**config.mk**
```make
export PLATFORM = sky130hd
export DESIGN_NAME = reg_file_sb_flat
export DESIGN_NICKNAME = d
export VERILOG_FILES = /design/src/rtl/reg_file_sb_if.sv /design/src/rtl/reg_file_sb.sv /design/src/flat_wrapper.sv
export SDC_FILE = /design/constraint.sdc
export NUM_CORES = 2
export LEC_CHECK = 0
export ABC_CLOCK_PERIOD_IN_PS = 5600
export CORE_MARGIN = 4
export CORE_UTILIZATION = 30
export DETAILED_ROUTE_END_ITERATION = 16
export HOLD_SLACK_MARGIN = 0.12
export PLACE_DENSITY_LB_ADDON = 0.1
export SLEW_MARGIN = 15
export SYNTH_ARGS = -nofsm -noshare
export SYNTH_HDL_FRONTEND = slang
export SYNTH_SLANG_ARGS = --single-unit
export TNS_END_PERCENT = 10
```
**constraint.sdc**
```tcl
create_clock -name clk -period 5.6 [get_ports clk]
set_input_delay 0.56 -clock clk [delete_from_list [all_inputs] [get_ports clk]]
set_output_delay 0.56 -clock clk [all_outputs]
set_load 0.05 [all_outputs]
```
**src/rtl/reg_file_sb_if.sv**
```systemverilog
// Bus bundle for the scoreboarded register file: two read ports with
// pending flags, one write port and one reserve port.
interface reg_file_sb_if #(
   parameter int DATA_W = 32,
   parameter int ADDR_W = 5
);
   logic [ADDR_W-1:0] ra1;
   logic [ADDR_W-1:0] ra2;
   logic [DATA_W-1:0] rd1;
   logic [DATA_W-1:0] rd2;
   logic              we;
   logic [ADDR_W-1:0] wa;
   logic [DATA_W-1:0] wd;
   logic              rsv;
   logic [ADDR_W-1:0] rsv_a;
   logic              pend1;
   logic              pend2;
   logic              stall;

   modport master (
      output ra1, ra2, we, wa, wd, rsv, rsv_a,
      input  rd1, rd2, pend1, pend2, stall
   );

   modport slave (
      input  ra1, ra2, we, wa, wd, rsv, rsv_a,
      output rd1, rd2, pend1, pend2, stall
   );
endinterface

```
**src/rtl/reg_file_sb.sv**
```systemverilog
// Register file with a pending-write scoreboard. Register 0 is hardwired
// to zero and can never be reserved. Reads are combinational with
// write-through bypass; the scoreboard lets issue logic stall on operands
// whose producer has not written back yet.
module reg_file_sb #(
   parameter int DATA_W = 32,
   parameter int ADDR_W = 5
) (
   input  logic         clk,
   input  logic         rst_n,
   reg_file_sb_if.slave bus
);
   localparam int DEPTH = 2 ** ADDR_W;
   localparam logic [DEPTH-1:0] ONE_HOT0 = {{(DEPTH-1){1'b0}}, 1'b1};

   logic [DATA_W-1:0] r_regs [DEPTH];
   logic [DEPTH-1:0]  r_pend;

   logic [DEPTH-1:0]  w_wdec;
   logic [DEPTH-1:0]  w_rdec;
   logic [DEPTH-1:0]  w_pend_nxt;
   logic              w_wr_ok;
   logic              w_byp1;
   logic              w_byp2;

   // One-hot decode of write and reserve addresses; address 0 never decodes.
   always_comb begin
      w_wr_ok = bus.we && (bus.wa != '0);
      w_wdec  = '0;
      w_rdec  = '0;
      if (w_wr_ok) begin
         w_wdec = ONE_HOT0 << bus.wa;
      end
      if (bus.rsv && (bus.rsv_a != '0)) begin
         w_rdec = ONE_HOT0 << bus.rsv_a;
      end
      // Set after clear: a newer reservation owns the register even when an
      // older result lands on the same edge.
      w_pend_nxt = (r_pend & ~w_wdec) | w_rdec;
   end

   // Register storage; entry 0 only ever holds its reset value.
   always_ff @(posedge clk or negedge rst_n) begin
      if (!rst_n) begin
         for (int i = 0; i < DEPTH; i++) begin
            r_regs[i] <= '0;
         end
      end else begin
         for (int i = 1; i < DEPTH; i++) begin
            if (w_wdec[i]) begin
               r_regs[i] <= bus.wd;
            end
         end
      end
   end

   // Pending scoreboard update.
   always_ff @(posedge clk or negedge rst_n) begin
      if (!rst_n) begin
         r_pend <= '0;
      end else begin
         r_pend <= w_pend_nxt;
      end
   end

   // Combinational read with bypass; outputs forced low while in reset so
   // the bypass path cannot leak wd during reset.
   always_comb begin
      w_byp1    = w_wr_ok && (bus.ra1 == bus.wa);
      w_byp2    = w_wr_ok && (bus.ra2 == bus.wa);
      bus.rd1   = '0;
      bus.rd2   = '0;
      bus.pend1 = 1'b0;
      bus.pend2 = 1'b0;
      if (rst_n) begin
         bus.rd1   = w_byp1 ? bus.wd : r_regs[bus.ra1];
         bus.rd2   = w_byp2 ? bus.wd : r_regs[bus.ra2];
         bus.pend1 = r_pend[bus.ra1] && !w_byp1;
         bus.pend2 = r_pend[bus.ra2] && !w_byp2;
      end
      bus.stall = bus.pend1 || bus.pend2;
   end
endmodule

```
**src/flat_wrapper.sv**
```systemverilog
// flat-port wrapper written by rule: the top's interface ports become plain ports
module reg_file_sb_flat 
#(
   parameter int DATA_W = 32,
   parameter int ADDR_W = 5
)
  (clk, rst_n, bus_ra1, bus_ra2, bus_we, bus_wa, bus_wd, bus_rsv, bus_rsv_a, bus_rd1, bus_rd2, bus_pend1, bus_pend2, bus_stall);
  reg_file_sb_if #(.DATA_W(DATA_W), .ADDR_W(ADDR_W)) bus_i ();
  input  logic clk;
  input  logic rst_n;
  input wire logic [$bits(bus_i.ra1)-1:0] bus_ra1;
  input wire logic [$bits(bus_i.ra2)-1:0] bus_ra2;
  input wire logic [$bits(bus_i.we)-1:0] bus_we;
  input wire logic [$bits(bus_i.wa)-1:0] bus_wa;
  input wire logic [$bits(bus_i.wd)-1:0] bus_wd;
  input wire logic [$bits(bus_i.rsv)-1:0] bus_rsv;
  input wire logic [$bits(bus_i.rsv_a)-1:0] bus_rsv_a;
  output wire logic [$bits(bus_i.rd1)-1:0] bus_rd1;
  output wire logic [$bits(bus_i.rd2)-1:0] bus_rd2;
  output wire logic [$bits(bus_i.pend1)-1:0] bus_pend1;
  output wire logic [$bits(bus_i.pend2)-1:0] bus_pend2;
  output wire logic [$bits(bus_i.stall)-1:0] bus_stall;
  assign bus_i.ra1 = bus_ra1;
  assign bus_i.ra2 = bus_ra2;
  assign bus_i.we = bus_we;
  assign bus_i.wa = bus_wa;
  assign bus_i.wd = bus_wd;
  assign bus_i.rsv = bus_rsv;
  assign bus_i.rsv_a = bus_rsv_a;
  assign bus_rd1 = bus_i.rd1;
  assign bus_rd2 = bus_i.rd2;
  assign bus_pend1 = bus_i.pend1;
  assign bus_pend2 = bus_i.pend2;
  assign bus_stall = bus_i.stall;
  reg_file_sb #(.DATA_W(DATA_W), .ADDR_W(ADDR_W)) u_core (.clk(clk), .rst_n(rst_n), .bus(bus_i));
endmodule
```
---- Word level (Yosys, flattened, before mapping) ----
Index checks and enable logic that the tools add are counted.
storage, ports and cells
  bits in registers ....................... 1024
  bits in latches ......................... 0
  RAM bits ................................ 0
  ROM bits ................................ 0
  output and inout port bits .............. 67
  logic and storage cells ................. 74
  memories ................................ 0
cells by class
  add/sub/neg operators ................... 0
  multipliers ............................. 0
  div/mod/pow operators ................... 0
  order comparisons ....................... 4
  equal/unequal tests ..................... 2
  shift operators ......................... 2
  muxes and demuxes ....................... 18
  bitwise operators ....................... 5
  reductions and logical operators ........ 11
operators with widths
  kind                                                                           count
  32-bit binary-select mux with 5-bit select                                     2
  32-bit 2-to-1 mux                                                              10
  1-bit by 5-bit left shift with 32-bit output (first input constant)            2
  32-bit AND                                                                     1
  32-bit NOT                                                                     1
  32-bit OR                                                                      1
  6-bit >= comparator (second input constant)                                    2
  5-bit by 6-bit less-than comparator with 1-bit output (second input constant)  2
  5-bit NOT with 6-bit output                                                    2
  1-bit binary-select mux with 5-bit select                                      2
  5-bit == test                                                                  2
  5-bit nonzero test                                                             2
  1-bit logical AND                                                              6
  1-bit 2-to-1 mux                                                               4
  1-bit zero test                                                                2
  1-bit logical OR                                                               1

---- Depth between registers and ports, before layout ----
  word-level depth ........................ 7
  depth in mapped cells ................... 10
  gate-level depth less buffers ........... 5

---- Worst setup path before layout ----
OpenSTA, ideal clock, no wires.
  kind .................................... input to output
  start ................................... in bus_ra1[1]
  end ..................................... out bus_stall
  data arrival time ....................... 2.942 ns
  required time ........................... 5.040 ns
  slack ................................... 2.098 ns
  cell stages on the path ................. 6
  path buffers ............................ 3
  cell sequence ........................... buf_2 > buf_2 > clkbuf_1 > mux2_2 > o2bb2ai_1 > nand3b_1
between the ends
  word-level cells in the longest chain between the ends .. 6
RTL lines
  element                                                                            line                RTL
  start: declaration                                                                 flat_wrapper.sv:11  input wire logic [$bits(bus_i.ra1)-1:0] bus_ra1;
  branches (longest 3 deep; another with 1-bit binary-select mux with 5-bit select)  --
  1-bit logical AND *                                                                reg_file_sb.sv:78   bus.pend1 = r_pend[bus.ra1] && !w_byp1;
  1-bit 2-to-1 mux *                                                                 reg_file_sb.sv:75   if (rst_n) begin
  net bus_pend1                                                                      flat_wrapper.sv:20  output wire logic [$bits(bus_i.pend1)-1:0] bus_pend1;
  1-bit logical OR *                                                                 reg_file_sb.sv:81   bus.stall = bus.pend1 || bus.pend2;
  end: declaration                                                                   flat_wrapper.sv:22  output wire logic [$bits(bus_i.stall)-1:0] bus_stall;
Mark *: on every way through the listed nets, which the timed path passes. The select of a mux whose other input is x is not followed.

---- Worst setup path after layout ----
  start ................................... in bus_wa[1]
  end ..................................... out bus_rd2[18]
between the ends
  word-level cells in the longest chain between the ends .. 5
RTL lines
  element              line                RTL
  start: declaration   flat_wrapper.sv:14  input wire logic [$bits(bus_i.wa)-1:0] bus_wa;
  5-bit nonzero test   reg_file_sb.sv:28   w_wr_ok = bus.we && (bus.wa != '0);
  1-bit logical AND    reg_file_sb.sv:28
  1-bit logical AND *  reg_file_sb.sv:70   w_byp2 = w_wr_ok && (bus.ra2 == bus.wa);
  32-bit 2-to-1 mux *  reg_file_sb.sv:77   bus.rd2 = w_byp2 ? bus.wd : r_regs[bus.ra2];
  32-bit 2-to-1 mux *  reg_file_sb.sv:75
  end: declaration     flat_wrapper.sv:19  output wire logic [$bits(bus_i.rd2)-1:0] bus_rd2;
Mark *: on every way between the ends. The rest lies on a longest branch, timed or not.

==> metrics.txt <==
# TYPE chip_impl_metric gauge
chip_impl_info{name="status",value="finished clean"} 1
chip_impl_info{name="timing.critical_path.from_type",value="input pin"} 1
chip_impl_metric{name="cts_resized",unit=""} 0
chip_impl_metric{name="crit_required",unit="ns"} 5.04
chip_impl_metric{name="finalNetCount",unit=""} 3886
chip_impl_metric{name="dr_vias_cell",unit=""} 5.647
chip_impl_metric{name="number_of_antenna_violations_at_the_first_check_in_global_routing",unit=""} 7
chip_impl_metric{name="clock_tree.htree_level_count",unit=""} 4
chip_impl_metric{name="synth_top_cell_area_share",unit=""} 0.4642
chip_impl_metric{name="syn-num-nets",unit=""} 3899
chip_impl_info{name="netlist_top_cells_area",value="sky130_fd_sc_hd__dfrtp_1, sky130_fd_sc_hd__mux2_2, sky130_fd_sc_hd__mux4_2"} 1
chip_impl_metric{name="core_region_area",unit="µm²"} 183100
chip_impl_metric{name="die_width",unit="µm"} 437.0
chip_impl_metric{name="layout_min_cycle_time",unit="ns"} 4.295
chip_impl_metric{name="ctsLongestPathBuffers",unit=""} 3
chip_impl_info{name="grt_setup_unrepaired",value="no"} 1
chip_impl_metric{name="yosys_register_bits",unit=""} 1024
chip_impl_metric{name="max_clock_freq",unit="MHz"} 232.8
chip_impl_info{name="tritoncts",value="yes"} 1
chip_impl_metric{name="post-place-ws",unit="ns"} 1.408
chip_impl_metric{name="wire_length_of_the_first_global_routing_pass",unit="µm"} 305700
chip_impl_info{name="clock_tree.root_cell",value="sky130_fd_sc_hd__clkbuf_16"} 1
chip_impl_metric{name="syn-cell-area",unit="µm²"} 55210
chip_impl_metric{name="totalNegativeSetupSlack",unit="ns"} 0
chip_impl_metric{name="cts.sinks",unit=""} 1024
chip_impl_metric{name="critical_path.max_stage_delay",unit="ns"} 0.64
chip_impl_metric{name="clock_latency",unit="ns"} 0.76
chip_impl_metric{name="dieHeight",unit="µm"} 437.0
chip_impl_metric{name="setup_viol_count_final",unit=""} 0
chip_impl_metric{name="design.die.area",unit="µm²"} 191000
chip_impl_info{name="crit_family",value="buffers and inverters"} 1
chip_impl_metric{name="worst-slew-pin-transition",unit="ns"} 1.213
chip_impl_info{name="critical_path.endpoint_type",value="output pin"} 1
chip_impl_metric{name="hold_viol",unit=""} 0
chip_impl_metric{name="first_global_vias",unit=""} 37890
chip_impl_metric{name="clock-skew-final",unit="ns"} 0
chip_impl_metric{name="timing.final.crit_share",unit=""} 0.7669
chip_impl_metric{name="p_leak",unit="µW"} 0.02736
chip_impl_info{name="hold_path.class",value="in2async"} 1
chip_impl_metric{name="irDropWorstVdd",unit="mV"} 0.3220
chip_impl_metric{name="grt_start_max_net_pins",unit=""} 135
chip_impl_metric{name="synth_seq_area_share",unit=""} 0.4642
chip_impl_metric{name="remaining_drc_errors",unit=""} 0
chip_impl_metric{name="worst_ep_arrival_time",unit="ns"} 3.73
chip_impl_metric{name="clk_slew_on_worst_s_h_paths",unit="ns"} 0.05
chip_impl_metric{name="wirelength",unit="µm"} 213700
chip_impl_metric{name="syn_area_per_cell",unit="µm²"} 14.37
chip_impl_metric{name="synth_enable_flop_cells",unit=""} 0
chip_impl_metric{name="maxCapViolations",unit=""} 0
chip_impl_metric{name="timing.critical_path.fanout_max",unit=""} 24
chip_impl_metric{name="syn-instance-count",unit=""} 3843
chip_impl_metric{name="detail_route.first_pass.iterations",unit=""} 5
chip_impl_metric{name="worst-path-buf-inv",unit=""} 3
chip_impl_metric{name="final-max-slew-violation-count",unit=""} 0
chip_impl_metric{name="post-route-util",unit=""} 0.3516
chip_impl_metric{name="placementRows",unit=""} 157
chip_impl_metric{name="drt-initial-drc-count",unit=""} 2725
chip_impl_metric{name="layout_setup_ws",unit="ns"} 1.305
chip_impl_info{name="slowest_stage",value="sky130_fd_sc_hd__clkdlybuf4s50_1"} 1
chip_impl_metric{name="vias",unit=""} 36140
chip_impl_metric{name="total_power",unit="µW"} 23410
chip_impl_metric{name="synth.distinct_cells",unit=""} 53
chip_impl_info{name="critical_path_cell_list",value="clkdlybuf4s50_1 -> or3_1 -> o2111a_1 -> a211o_2 -> buf_4 -> nor3_1 -> a211o_1 -> buf_12"} 1
chip_impl_metric{name="area_delta_synth_final",unit="%"} 16.60
chip_impl_metric{name="cts_made_buffers",unit=""} 132
chip_impl_metric{name="detailed_place_hpwl",unit="µm"} 127700
chip_impl_metric{name="grt-ovfl-total",unit=""} 0
chip_impl_metric{name="gpl.final_weighted_congestion",unit=""} 0.7854
chip_impl_metric{name="routedWlPerCell",unit="µm"} 33.39
chip_impl_metric{name="final_antenna_net_count",unit=""} 0
chip_impl_metric{name="layoutNonFillerInstCount",unit=""} 6399
chip_impl_info{name="synth_top_cell_by_area",value="sky130_fd_sc_hd__dfrtp_1"} 1
chip_impl_metric{name="yosys_warnings",unit=""} 32
chip_impl_info{name="synth-main-ff-cell",value="sky130_fd_sc_hd__dfrtp_1"} 1
chip_impl_metric{name="synth_async_sr_flop_share",unit=""} 1.000
chip_impl_info{name="critPathKind",value="in2out"} 1
chip_impl_metric{name="dpl.cell_count",unit=""} 6159
chip_impl_metric{name="ioPinCount",unit=""} 123
chip_impl_metric{name="io_buffer_count",unit=""} 122
chip_impl_metric{name="final_layout_size_suffix_gt1_frac",unit=""} 0.4935
chip_impl_metric{name="powerDensity",unit="nW/µm²"} 363.7
chip_impl_metric{name="groute.usage.overall",unit=""} 0.2228
chip_impl_metric{name="initial_core_util",unit=""} 0.3015
chip_impl_metric{name="max_slew_margin",unit=""} 0.1854
[path summary, 6_finish.rpt]
path,cells past startpoint,to,slack [ns],from
worst max-delay path,8,bus_rd2[18],1.31,bus_wa[1]
worst min-delay path,2,u_core.r_regs[772],0.28,rst_n
worst max register to register,1,u_core.r_regs[860],4.78,u_core.r_regs[860]
worst min register to register,0,u_core.r_pend[0],0.40,u_core.r_pend[0]
max in group asynchronous,5,u_core.r_pend[25],2.76,rst_n
min in group clk,0,u_core.r_pend[0],0.40,u_core.r_pend[0]
[kinds of logic after synthesis]
logic type      after synthesis  share of synthesized area
mux                        1641                     0.4155
simple gates                295                    0.02482
buf+inv                     428                    0.03402
xor+xnor                     10                   0.001586
flops                      1024                     0.4642
compound gates              445                    0.05997
[cell usage in the layout (no fill, tap or decap), types with 22 or more instances in the layout]
cell type,n
sky130_fd_sc_hd__buf_12,87
sky130_fd_sc_hd__nand2_1,103
sky130_fd_sc_hd__clkdlybuf4s50_1,46
sky130_fd_sc_hd__nor3_1,43
sky130_fd_sc_hd__nor2_1,38
sky130_fd_sc_hd__dfrtp_1,1024
sky130_fd_sc_hd__a22o_1,33
sky130_fd_sc_hd__clkbuf_16,138
sky130_fd_sc_hd__nor2b_1,35
sky130_fd_sc_hd__clkbuf_8,31
sky130_fd_sc_hd__a21oi_1,43
sky130_fd_sc_hd__a22oi_1,95
sky130_fd_sc_hd__mux2_1,22
sky130_fd_sc_hd__o221ai_1,68
sky130_fd_sc_hd__mux4_2,414
sky130_fd_sc_hd__o22ai_1,41
sky130_fd_sc_hd__mux2i_1,164
sky130_fd_sc_hd__mux2_2,1041
sky130_fd_sc_hd__clkbuf_1,33
sky130_fd_sc_hd__buf_4,134
sky130_fd_sc_hd__a221oi_1,46
sky130_fd_sc_hd__o21ai_0,28
[cells in the mapped netlist, types with 6 or more instances]
master / count
sky130_fd_sc_hd__a211o_1: 21
sky130_fd_sc_hd__a211oi_1: 20
sky130_fd_sc_hd__a21oi_1: 44
sky130_fd_sc_hd__a221oi_1: 46
sky130_fd_sc_hd__a22o_1: 33
sky130_fd_sc_hd__a22oi_1: 95
sky130_fd_sc_hd__buf_1: 39
sky130_fd_sc_hd__buf_2: 100
sky130_fd_sc_hd__buf_4: 19
sky130_fd_sc_hd__buf_6: 10
sky130_fd_sc_hd__clkbuf_1: 254
sky130_fd_sc_hd__dfrtp_1: 1024
sky130_fd_sc_hd__mux2_1: 22
sky130_fd_sc_hd__mux2_2: 1041
sky130_fd_sc_hd__mux2i_1: 164
sky130_fd_sc_hd__mux4_2: 414
sky130_fd_sc_hd__nand2_1: 120
sky130_fd_sc_hd__nand2b_1: 7
sky130_fd_sc_hd__nand3_1: 9
sky130_fd_sc_hd__nand3b_1: 7
sky130_fd_sc_hd__nor2_1: 52
sky130_fd_sc_hd__nor2b_1: 40
sky130_fd_sc_hd__nor3_1: 44
sky130_fd_sc_hd__o211ai_1: 18
sky130_fd_sc_hd__o21ai_0: 28
sky130_fd_sc_hd__o21ai_1: 13
sky130_fd_sc_hd__o221ai_1: 68
sky130_fd_sc_hd__o22ai_1: 41
sky130_fd_sc_hd__xnor2_1: 6
[sequential cells by signal (all words and copies together), names as in the netlist]
name           flops
u_core.r_pend     32
u_core.r_regs    992
[per-layer routing]
metal,share of wire,up-vias,GRT usage
li1,-,14940,-
met5,0,-,0
met1,0.44,19980,0.3009
met2,0.49,941,0.3699
met4,0.033,0,0.07319
met3,0.040,279,0.03029
[report_power, final]
part           switching, µW  internal, µW
Sequential              1020          8860
Clock                   3450          4990
Combinational           2260          2830
[stage by stage]
stage / hold WS, ns / cell area, µm²
2_1_floorplan: 0.2644 / 55210
3_3_place_gp: 0.3830 / 60080
3_5_place_dp: 0.3845 / 60080
4_1_cts: 0.2217 / 64350
5_1_grt: 0.2532 / 64370
6_report: 0.2834 / 64370
[repair_timing]
item | CTS | global route
setup buffers | 0 | 0
hold endpoints to repair | 23 | 0
hold buffers | 1 | 0
[cell type report]
cell class / count / area (µm²)
well taps: 2464 / 3083
inverters: 6 / 27.53
fillers: 17790 / 118700
multi-input cells: 2391 / 28040
flip-flops and latches: 1024 / 25620
clock inverters: 33 / 285.3
clock buffers: 200 / 3976
repair buffers: 275 / 3317
diodes: 6 / 15.01
No activity file was read; power rests on OpenSTA's default activity.
